File: src/rtl/apb_master_pkg.sv
// rtl/apb_master_pkg.sv - shared types and constants for the APB requester bridge
package apb_master_pkg;

    typedef enum logic [1:0] {
        IDLE   = 2'd0,
        SETUP  = 2'd1,
        ACCESS = 2'd2,
        RESP   = 2'd3
    } apb_state_t;

    localparam logic [31:0] APB_TIMEOUT_RDATA = 32'hDEAD_BEEF;

    typedef struct packed {
        logic [31:0] addr;
        logic        write;
        logic [31:0] wdata;
        logic [3:0]  strb;
    } apb_cmd_t;

    typedef struct packed {
        logic [31:0] rdata;
        logic        slverr;
        logic        timeout;
    } apb_rsp_t;

endpackage

File: src/rtl/apb_master_bridge.sv
// rtl/apb_master_bridge.sv - single-outstanding APB4 requester, cmd/rsp valid-ready channels
// Optional ACCESS-phase timeout abort is compiled in with APB_MASTER_TIMEOUT_EN.
module apb_master_bridge #(
    parameter int ADDR_WIDTH     = 32,
    parameter int DATA_WIDTH     = 32,
    parameter int TIMEOUT_CYCLES = 16
) (
    input  logic                  PCLK,
    input  logic                  PRESETn,
    input  logic                  cmd_valid,
    output logic                  cmd_ready,
    input  logic [ADDR_WIDTH-1:0] cmd_addr,
    input  logic                  cmd_write,
    input  logic [DATA_WIDTH-1:0] cmd_wdata,
    input  logic [3:0]            cmd_strb,
    output logic                  rsp_valid,
    input  logic                  rsp_ready,
    output logic [DATA_WIDTH-1:0] rsp_rdata,
    output logic                  rsp_slverr,
    output logic                  rsp_timeout,
    output logic [ADDR_WIDTH-1:0] PADDR,
    output logic                  PSELx,
    output logic                  PENABLE,
    output logic                  PWRITE,
    output logic [DATA_WIDTH-1:0] PWDATA,
    output logic [3:0]            PSTRB,
    input  logic [DATA_WIDTH-1:0] PRDATA,
    input  logic                  PREADY,
    input  logic                  PSLVERR
);
    import apb_master_pkg::*;

    localparam int CNT_W = (TIMEOUT_CYCLES < 2) ? 1 : $clog2(TIMEOUT_CYCLES + 1);

    apb_state_t       state;
    logic [CNT_W-1:0] wait_cnt;
    apb_rsp_t         rsp_q;
    logic             timeout_hit;
    logic             unused_addr_lsbs;

    // Byte-lane bits are dropped: the APB side is always word aligned.
    assign unused_addr_lsbs = ^cmd_addr[1:0];

    assign cmd_ready   = (state == IDLE) && PRESETn;
    assign rsp_rdata   = rsp_q.rdata;
    assign rsp_slverr  = rsp_q.slverr;
    assign rsp_timeout = rsp_q.timeout;

`ifdef APB_MASTER_TIMEOUT_EN
    // Fires on the TIMEOUT_CYCLES-th PREADY-low ACCESS cycle.
    assign timeout_hit = (int'(wait_cnt) + 1) >= TIMEOUT_CYCLES;
`else
    assign timeout_hit = 1'b0;
`endif

    always_ff @(posedge PCLK or negedge PRESETn) begin
        if (!PRESETn) begin
            state     <= IDLE;
            PSELx     <= 1'b0;
            PENABLE   <= 1'b0;
            PWRITE    <= 1'b0;
            PADDR     <= '0;
            PWDATA    <= '0;
            PSTRB     <= 4'h0;
            rsp_valid <= 1'b0;
            rsp_q     <= '0;
            wait_cnt  <= '0;
        end else begin
            case (state)
                IDLE: begin
                    if (cmd_valid && cmd_ready) begin
                        PADDR  <= {cmd_addr[ADDR_WIDTH-1:2], 2'b00};
                        PWRITE <= cmd_write;
                        PWDATA <= cmd_write ? cmd_wdata : '0;
                        PSTRB  <= cmd_write ? cmd_strb : 4'h0;
                        PSELx  <= 1'b1;
                        state  <= SETUP;
                    end
                end
                SETUP: begin
                    PENABLE <= 1'b1;
                    state   <= ACCESS;
                end
                ACCESS: begin
                    // PREADY takes priority over a timeout landing on the same cycle.
                    if (PREADY) begin
                        rsp_q.rdata   <= PWRITE ? '0 : PRDATA;
                        rsp_q.slverr  <= PSLVERR;
                        rsp_q.timeout <= 1'b0;
                        wait_cnt      <= '0;
                        rsp_valid     <= 1'b1;
                        PSELx         <= 1'b0;
                        PENABLE       <= 1'b0;
                        state         <= RESP;
                    end else if (timeout_hit) begin
                        rsp_q     <= '{rdata: APB_TIMEOUT_RDATA, slverr: 1'b1, timeout: 1'b1};
                        wait_cnt  <= '0;
                        rsp_valid <= 1'b1;
                        PSELx     <= 1'b0;
                        PENABLE   <= 1'b0;
                        state     <= RESP;
                    end else if (wait_cnt != '1) begin
                        wait_cnt <= wait_cnt + 1'b1;
                    end
                end
                RESP: begin
                    if (rsp_ready) begin
                        rsp_valid <= 1'b0;
                        state     <= IDLE;
                    end
                end
                default: state <= IDLE;
            endcase
        end
    end

endmodule

File: config.mk
export PLATFORM = sky130hd
export DESIGN_NAME = apb_master_bridge
export DESIGN_NICKNAME = d
export VERILOG_FILES = /design/src/rtl/apb_master_pkg.sv /design/src/rtl/apb_master_bridge.sv
export SDC_FILE = /design/constraint.sdc
export NUM_CORES = 1
export LEC_CHECK = 0
export CAP_MARGIN = 10
export CORE_UTILIZATION = 41
export DETAILED_ROUTE_END_ITERATION = 6
export PLACE_DENSITY = 0.79
export SETUP_SLACK_MARGIN = 0.15
export SLEW_MARGIN = 5
export SYNTH_ARGS = -nofsm -noshare
export SYNTH_HDL_FRONTEND = slang
export SYNTH_SLANG_ARGS = --single-unit
File: constraint.sdc
create_clock -name PCLK -period 1.9 [get_ports PCLK]
set_clock_uncertainty 0.2 [all_clocks]
set_input_delay 0.19 -clock PCLK [delete_from_list [all_inputs] [get_ports PCLK]]
set_output_delay 0.19 -clock PCLK [all_outputs]
set_load 0.02 [all_outputs]
Word-level counts from Yosys, hierarchy flattened --
Index checks and enable logic that the tools add are counted.
Cells by class: equality and inequality tests 6, multiplexer cells 14, reductions and logical operators 12
Operators by type and width (number):
- two-way mux 32 bit | 2
- AND reduction 3 bit | 3
- case mux 2 bit (4 select lines) | 1
- two-way mux 2 bit | 3
- case mux 1 bit (2 select lines) | 3
- AND reduction 2 bit | 3
- nonzero test 2 bit | 3
- equality test 2 bit (second input constant) | 2
- two-way mux 1 bit | 4
- two-way mux 4 bit | 1
- != test 2 bit (second input constant) | 2
- equality test 2 x 1 -> 1 bit (second input constant) | 1
- logical AND 1 bit | 2
- zero test 2 bit | 1
- != test 2 x 1 -> 1 bit (second input constant) | 1
Storage, ports and cells: bits in registers 105, output and inout port bits 107, input bits 107, word-level logic and storage cells 42

Longest topological paths before layout --
Gate-level depths: netlist (run 1).
depth in word-level cells 5, depth in mapped cells 7, depth with buffers taken out 5

Worst setup path before layout (run 1) --
Ideal clock, no wire load.
kind reg-to-reg, from register state[0], to register state[1], arrival 1380 ps, stages on the path, launching flop included 6, setup slack 195 ps, library setup time 125 ps, period minus slack after synthesis 1705 ps, cells stage by stage dfrtp_1 -> inv_1 -> ha_1 -> a21boi_0 -> a221oi_2 -> mux2_2
On the way: word-level cells in the longest chain between the ends 5, elaborated cells on any way between the ends 11, classes of those cells eq/ne: 6; mux: 1; reduce/logical: 4
Ends and longest elaborated chain:
- start: declaration | RTL line apb_master_bridge.sv:35 | apb_state_t state;
- start signal: assignment | RTL line apb_master_bridge.sv:58 | state <= IDLE;
- start signal: assignment | RTL line apb_master_bridge.sv:77 | state <= SETUP;
- start signal: assignment | RTL line apb_master_bridge.sv:82 | state <= ACCESS;
- zero test 2 bit | RTL line apb_master_bridge.sv:44, apb_master_bridge.sv:69
- logical AND 1 bit | RTL line apb_master_bridge.sv:44 | assign cmd_ready = (state == IDLE) && PRESETn;
- logical AND 1 bit | RTL line apb_master_bridge.sv:71 | if (cmd_valid && cmd_ready) begin
- != test 2 x 1 -> 1 bit (no line)
- AND reduction 3 bit (no line)
Parallel ways exist; a longest one is shown, timed or not. A chain may end at the register's enable or synchronous reset.

Final worst setup path (run 1) --
from register state[0], to register PADDR[17]
On the way: word-level cells in the longest chain between the ends 4
Ends and longest elaborated chain:
- zero test 2 bit (*) | RTL line apb_master_bridge.sv:44, apb_master_bridge.sv:69
- logical AND 1 bit | RTL line apb_master_bridge.sv:44
- logical AND 1 bit | RTL line apb_master_bridge.sv:71
- AND reduction 2 bit (no line) (*)
- end signal: assignment | RTL line apb_master_bridge.sv:72 | PADDR <= {cmd_addr[ADDR_WIDTH-1:2], 2'b00};
- end: declaration | RTL line apb_master_bridge.sv:21 | output logic [ADDR_WIDTH-1:0] PADDR,
Every way passes the cells marked *; elsewhere a longest branch is shown, timed or not.

==> metrics.md, run 1 <==
| Metric | Value |
|---|---|
| Status | finished, final reports clean |
| Share of cells above drive strength 1 | about 16% |
| First-pass GRT wire length | between 15,000 and 20,000 microns |
| DP Area | 6640 sq um |
| Reg2reg end | PADDR[17]$_DFFE_PN0P_ |
| H-Tree Depth | 3 |
| Critical path arrival | roughly 1.9 ns |
| Routability Congestion | 0.783 |
| Vias in the first global route | 3,799 |
| Top cell type's share of synthesized area | roughly 60% |
| Max-Cap Viols | 0 |
| DRT iter0 DRCs | ~160 |
| Antenna diodes | 0 |
| R2r startpoint | state[0]$_DFFE_PN0P_ |
| Syn-to-layout area delta | 70.3% |
| Post-synthesis compound-gate area fraction | 9.14% |
| Hold WS | ~0.045 ns |
| Worst-case reg-to-reg path depth | 7 |
| Dominant cells by area after synthesis | dfrtp_1 60%, mux2_4 9.6%, nand2_1 9.1%, o21ai_0 8.1%, nand2b_1 4.7% |
| Chip Height | 105 microns |
| Reg2reg setup slack | 0.1 ns |
| CTS Sinks | 105 |
| Fillers | 747 |
| Main combinational cell family by area after synthesis | simple AND/OR/NAND/NOR gates |
| Vias | 3,666 |
| Internal Power | 7050 uW |
| Combinational power share | between 50% and 60% |
| Die Area | 11,100 sq um |
| Syn. warnings | 0 |
| Pwr/cell area | 1490 nW/um^2 |
| Post-Route WL | 12,100 microns |
| Final nets | around 740 |
| Clock-pin slew on the worst setup and hold paths | 0.09 ns |
| Simple-Gate Fraction of Synth Area | 14.3% |
| Largest area contributor in the synthesized netlist | dfrtp_1 |
| Setup crit start kind | flop |
| Post-DRT Antenna Nets | 0 |
| Critical path endpoint category | flop |
| Root buf cell | clkbuf_8 |
| Setup Total Neg Slack | 0 ns |
| Initial antenna violation count | 0 |
| Adder-cell share of the synthesized area | 1.43% |
| Crit path kind | reg2reg |
| Design area | 7460 sq um |
| Tmin final | 1.80 ns |
| Post-DR wirelength/cell | 15.8 microns |
| Main synth FF type | dfrtp_1 |
| Hold Crit Class | in2async |
| Xor/xnor share of the synthesized area | 0% |
| Sequential-to-total area share from yosys stat | 60.0% |
| Rel. slew slack | between 60% and 70% |
| RSZ-0062 raised after global routing | yes |
| Final Setup Violations | 0 |
| Num CTS Buffers | 9 |
| Initial core utilization | between 40% and 50% |
| Max Freq | 555 MHz |
| Fin crit share | roughly 95% |
| IO Count | 214 |
| # DRC | 0 |
| EDFF count, synth | 0 |
| Syn_area_per_cell | 11.1 sq um |
| Max-slew violation count | 0 |
| Max VDD drop | 684 uV |
| Avg Vias per Cell | 4.79 |
| Cell with the most instances after synthesis | nand2_1 |
| Maximum clock path buffer count | 2 |
| FFs w/ async S/R, synth | 100% |
| Multiplexer area fraction after synthesis | approximately 11% |
| CTS tree | done |
| Row cnt | 37 |
| TritonRoute pass-1 iters | 4 |
| Port buffer count | 208 |
| Remaining Overflow, GRT | 0 |
| Switch Pwr | 4060 uW |
| Gr usage total | 21.6% |
| Netlist cell types | 22 |
| Static leakage | 0.00427 uW |
| Register bit total from synthesis | 105 |
| Top cells by count, synth | 106 x nand2_1, 105 x dfrtp_1, 71 x o21ai_0 |
| Core ar. | 10,300 sq um |
| Worst Max-Slew Pin Slew | 0.551 ns |
| Synth Instances | 396 |
| Largest net degree at the start of global routing | between 100 and 150 |
| Hpwl dp | roughly 7900 microns |
| Skew-Pair Late Insertion Delay | between 0.3 and 0.4 ns |
| Synthesized area | 4380 sq um |
| Maximum fanout along the worst path | 7 |
| Hold Vio Cnt, Final | 0 |
| Clock power share | 14.8% |
| Switching Fraction | 36.6% |
| Die X | 105 microns |
| Sequential share of power | 33.6% |
| Critical Path RT | 1.95 ns |
kinds of logic after synthesis:
family / count (synthesis)
AOI/OAI and AO/OA: 76
adders and majority gates: 5
buffers and inverters: 32
DFF: 105
muxes: 34
other: 1
and+or+nand+nor: 143
what timing repair did:
action / 4_1_cts / 5_1_grt
buffers inserted: 10 / 3
cloned: 5 / 2
hold buffers: 1 / 0
pin swaps: 3 / 2
endpoints found under the setup margin: 110 / 142
endpoints found under the hold margin: 105 / 0
gates resized for setup: 68 / 92
cell type report:
| class | instances | area [sq um] | share of cell area (%) |
|---|---|---|---|
| Multi-Input combinational cell | 261 | 1690 | 22.6 |
| Sequential cell | 105 | 2630 | 35.2 |
| Tap cell | 136 | 170 | 2.28 |
| Inverter | 4 | 15.0 | 0.201 |
| Timing Repair Buffer | 243 | 2710 | 36.4 |
| Clock buffer | 11 | 141 | 1.90 |
| Clock inverter | 5 | 103 | 1.38 |
power groups by stage:
stage | clock network (uW) | registers, uW | logic, uW
after floorplan | 0 | 4950 | 1590
final | 1650 | 3740 | 5730
after global routing | 1770 | 3860 | 6100
after CTS | 1680 | 3750 | 5680
after detailed placement | 0 | 3800 | 5460
after global placement | 0 | 3730 | 5360
placed cells by master, fill, tap and decap left out, types with 2 or more instances in the layout:
| cell | count |
|---|---|
| mux2_2 | 2 |
| clkdlybuf4s50_1 | 105 |
| ha_4 | 2 |
| bufinv_16 | 3 |
| inv_2 | 2 |
| o21ai_1 | 10 |
| conb_1 | 3 |
| nand2_1 | 100 |
| bufbuf_16 | 3 |
| nand2b_1 | 33 |
| dlygate4sd2_1 | 38 |
| o21ai_0 | 59 |
| dfrtp_1 | 105 |
| clkbuf_8 | 10 |
| buf_4 | 12 |
| ha_1 | 2 |
| dlymetal6s2s_1 | 63 |
| mux2_4 | 31 |
| buf_12 | 5 |
| buf_16 | 2 |
| buf_6 | 11 |
| nand2_2 | 5 |
| nor2_1 | 2 |
| clkbuf_16 | 2 |
| o21ai_2 | 2 |
| inv_1 | 2 |
worst max-delay path by stage:
stage                               startpoint                     to  slack, ns  depth (start not counted)
after floorplan           state[0]$_DFFE_PN0P_   state[1]$_DFFE_PN0P_       0.19                          5
after global placement    state[0]$_DFFE_PN0P_              cmd_ready       0.05                          4
after detailed placement  state[0]$_DFFE_PN0P_              cmd_ready       0.04                          4
after CTS                 state[0]$_DFFE_PN0P_              cmd_ready       0.09                          5
after global routing      state[0]$_DFFE_PN0P_  PADDR[19]$_DFFE_PN0P_       0.06                          7
final                     state[0]$_DFFE_PN0P_  PADDR[17]$_DFFE_PN0P_        0.1                          7
flip-flops by register name (all words and copies together), names as in the netlist:
signal      flops
rsp_valid       1
PENABLE         1
PADDR          30
PSELx           1
rsp_rdata      32
PSTRB           4
PWDATA         32
state           2
rsp_slverr      1
PWRITE          1
critical path, stage by stage, from the launching register on:
cell	delay, ns
dfrtp_1	0.43
inv_2	0.09
ha_4	0.14
buf_6	0.10
nand3_4	0.11
buf_8	0.17
buf_12	0.14
mux2_4	0.29
layer usage:
metal  share of wire, %  GRT usage [%]  up-vias
met5                  0              0        -
met4                2.6           9.86        0
met3                6.2           4.76       22
met2                 50           36.4      138
met1                 41           26.5     1760
li1                   -              -     1746
per-stage QoR:
stage	cells	total power, uW	setup WS [ns]	util (%)
floorplan	398	6550	0.195	-
global placement	728	9090	0.0506	64.4
detailed placement	728	9260	0.0393	64.4
CTS	760	11100	0.0855	69.4
global route	765	11700	0.0610	72.2
finish	765	11100	0.0980	72.2
Power figures use the tool's default switching activity.
==> run 2, diff against run 1 <==
- CORE_UTILIZATION: 41 -> 44
- PLACE_DENSITY: 0.79 -> 0.84
- clock period: 1.9 -> 2.3 ns (I/O delays scaled with it)
==> run 2 against run 1 <==
Effect of this change: die area is 6.7% lower; routed wire length is 8.1% lower; worst setup slack better by 0.15 ns; final area is 8.6% lower; critical endpoint is now cmd_ready; highest routed layer unchanged.
==> metrics.md, run 2 (synthesized netlist as in run 1, its figures left out) <==
| Metric | Value |
|---|---|
| Largest net degree at the start of global routing | 66 |
| Row cnt | 36 |
| Sequential cell area | 2630 sq um |
| CTS tree | done |
| IO Count | between 200 and 250 |
| RSZ-0062 raised after global routing | no |
| H-Tree Depth | 3 |
| Area of the multi-input gates | 1600 sq um |
| Max Freq | 488 MHz |
| Die X | 102 microns |
| Port buffer count | ~210 |
| Vias in the first global route | 3,571 |
| Pwr/cell area | about 1300 nW/um^2 |
| Initial core utilization | 45.0% |
| Max VDD drop | 500 uV |
| Clock power share | between 10 and 15% |
| Worst Max-Slew Pin Slew | 0.555 ns |
| Switching Fraction | 36.5% |
| CTS Sinks | approximately 110 |
| Internal Power | 5570 uW |
| Clock-pin slew on the worst setup and hold paths | ~0.09 ns |
| Routability Congestion | around 0.8 |
| Cell Count Post-Placement | 720 |
| Maximum fanout along the worst path | 26 |
| Avg Vias per Cell | between 4 and 5 |
| Hpwl dp | 8260 microns |
| Post-DR wirelength/cell | ~15 microns |
| Sequential share of power | 35.5% |
| TritonRoute pass-1 iters | 5 |
| Switch Pwr | 3210 uW |
| Skew-Pair Late Insertion Delay | ~0.35 ns |
| Root buf cell | clkbuf_8 |
| Static leakage | 0.00306 uW |
| Max-Cap Viols | 0 |
| Initial antenna violation count | 0 |
| Rel. slew slack | 63.0% |
| Remaining Overflow, GRT | 0 |
| Setup Total Neg Slack | 0 ns |
| # DRC | 0 |
| First-pass GRT wire length | 17,400 microns |
| Post-Route WL | roughly 11,000 microns |
| Combinational power share | 50.6% |
| Status | finished, final reports clean |
| Critical path endpoint category | output pin |
| Fin crit share | 89.1% |
| Commonest cells after routing, fill and taps aside | 206 x clkdlybuf4s50_1, 106 x nand2_1, 105 x dfrtp_1, 71 x o21ai_0, 33 x nand2b_1 |
| Fillers | 724 |
| Final nets | between 700 and 800 |
| Gr usage total | 22.0% |
| Post-DRT Antenna Nets | 0 |
| Syn-to-layout area delta | 55.7% |
| Die Area | slightly above 10,000 sq um |
| Antenna diodes | 0 |
| Vias | 3,478 |
| DRT iter0 DRCs | 92 |
| Final Setup Violations | 0 |
| Post-Layout Cell Count | roughly 740 |
| Num CTS Buffers | 9 |
| Hold Crit Class | in2async |
| DP Area | 6590 sq um |
| Critical path arrival | 1.62 ns |
| # Post-CTS Setup Buffers | 0 |
| Most common cell after layout, fill and taps aside | clkdlybuf4s50_1 |
| Critical Path RT | ~1.9 ns |
| Crit path kind | in2out |
| Core ar. | 9730 sq um |
| Hold Vio Cnt, Final | 0 |
| Chip Height | 102 microns |
| Max-slew violation count | 0 |
| Design area | 6820 sq um |
| Maximum clock path buffer count | 2 |
| Tmin final | 2.05 ns |
| Hold WS | 0.157 ns |
| Share of cells above drive strength 1 | 9.93% |
| Setup crit start kind | primary input |
[run 2: cell count changes in the layout (fill, tap and decap cells not counted), sizes merged]
cell	previous run	this run
clkdlybuf4s50	105	206
dlymetal6s2s	63	0
dlygate4sd2	38	1
buf	31	10
bufbuf	3	0
clkbuf	13	11
bufinv	3	2
clkinvlp	1	2
[run 2: final cells by class]
cell class | count | area share (%)
multi-input cells | 261 | 23.5
flip-flops and latches | 105 | 38.5
clock inverters | 5 | 1.17
inverters | 4 | 0.220
well taps | 133 | 2.44
repair buffers | 218 | 32.2
clock buffers | 11 | 1.93
[run 2: per-stage QoR]
| stage | total power (uW) | utilization, % | worst slack [ns] |
|---|---|---|---|
| final | 8780 | 70.1 | 0.252 |
| after global routing | 9300 | 70.1 | 0.147 |
| after CTS | 8850 | 70.0 | 0.177 |
| after detailed placement | 7620 | 67.7 | 0.322 |
| after global placement | 7450 | 67.7 | 0.365 |
| after floorplan | 5410 | - | 0.595 |
[run 2: power by group through the flow]
stage	clock, uW	combinational [uW]	sequential, uW
4_1_cts	1250	4480	3120
3_3_place_gp	0	4370	3080
5_1_grt	1320	4770	3220
3_5_place_dp	0	4470	3150
2_1_floorplan	0	1320	4090
6_report	1220	4440	3120
[run 2: metal layers]
layer / wire [microns] / share of wire [%] / track usage, % / vias to the layer above
met3: 943 / 8.5 / 6.83 / 12
met1: 4340 / 39 / 24.9 / 1647
met5: 0 / 0 / 0 / -
met4: 146 / 1.3 / 9.92 / 0
met2: 5700 / 51 / 38.1 / 135
li1: - / - / - / 1684
[run 2: critical path: stages]
cell and delay (ns):
dlygate4sd3_1 0.59, buf_6 0.26, and2_1 0.19, dlygate4sd2_1 0.33
[run 2: final timing paths]
check | end | cells past startpoint | slack [ns] | startpoint
max | cmd_ready | 4 | 0.25 | PRESETn
min | PWDATA[4]$_DFFE_PN0P_ | 2 | 0.16 | PRESETn
max reg2reg | rsp_slverr$_DFFE_PN0P_ | 5 | 0.47 | state[0]$_DFFE_PN0P_
min reg2reg | rsp_rdata[7]$_DFFE_PN0P_ | 2 | 0.29 | rsp_rdata[7]$_DFFE_PN0P_
max in group asynchronous | PSTRB[2]$_DFFE_PN0P_ | 3 | 0.92 | PRESETn
min in group PCLK | rsp_rdata[12]$_DFFE_PN0P_ | 3 | 0.22 | PRDATA[12]
[run 2: repair_timing]
item | 4_1_cts | 5_1_grt
hold endpoints to repair | 21 | 0
hold buffers | 1 | 0
gates resized for setup | 1 | 2
endpoints found under the setup margin | 1 | 1
gates cloned | 0 | 0
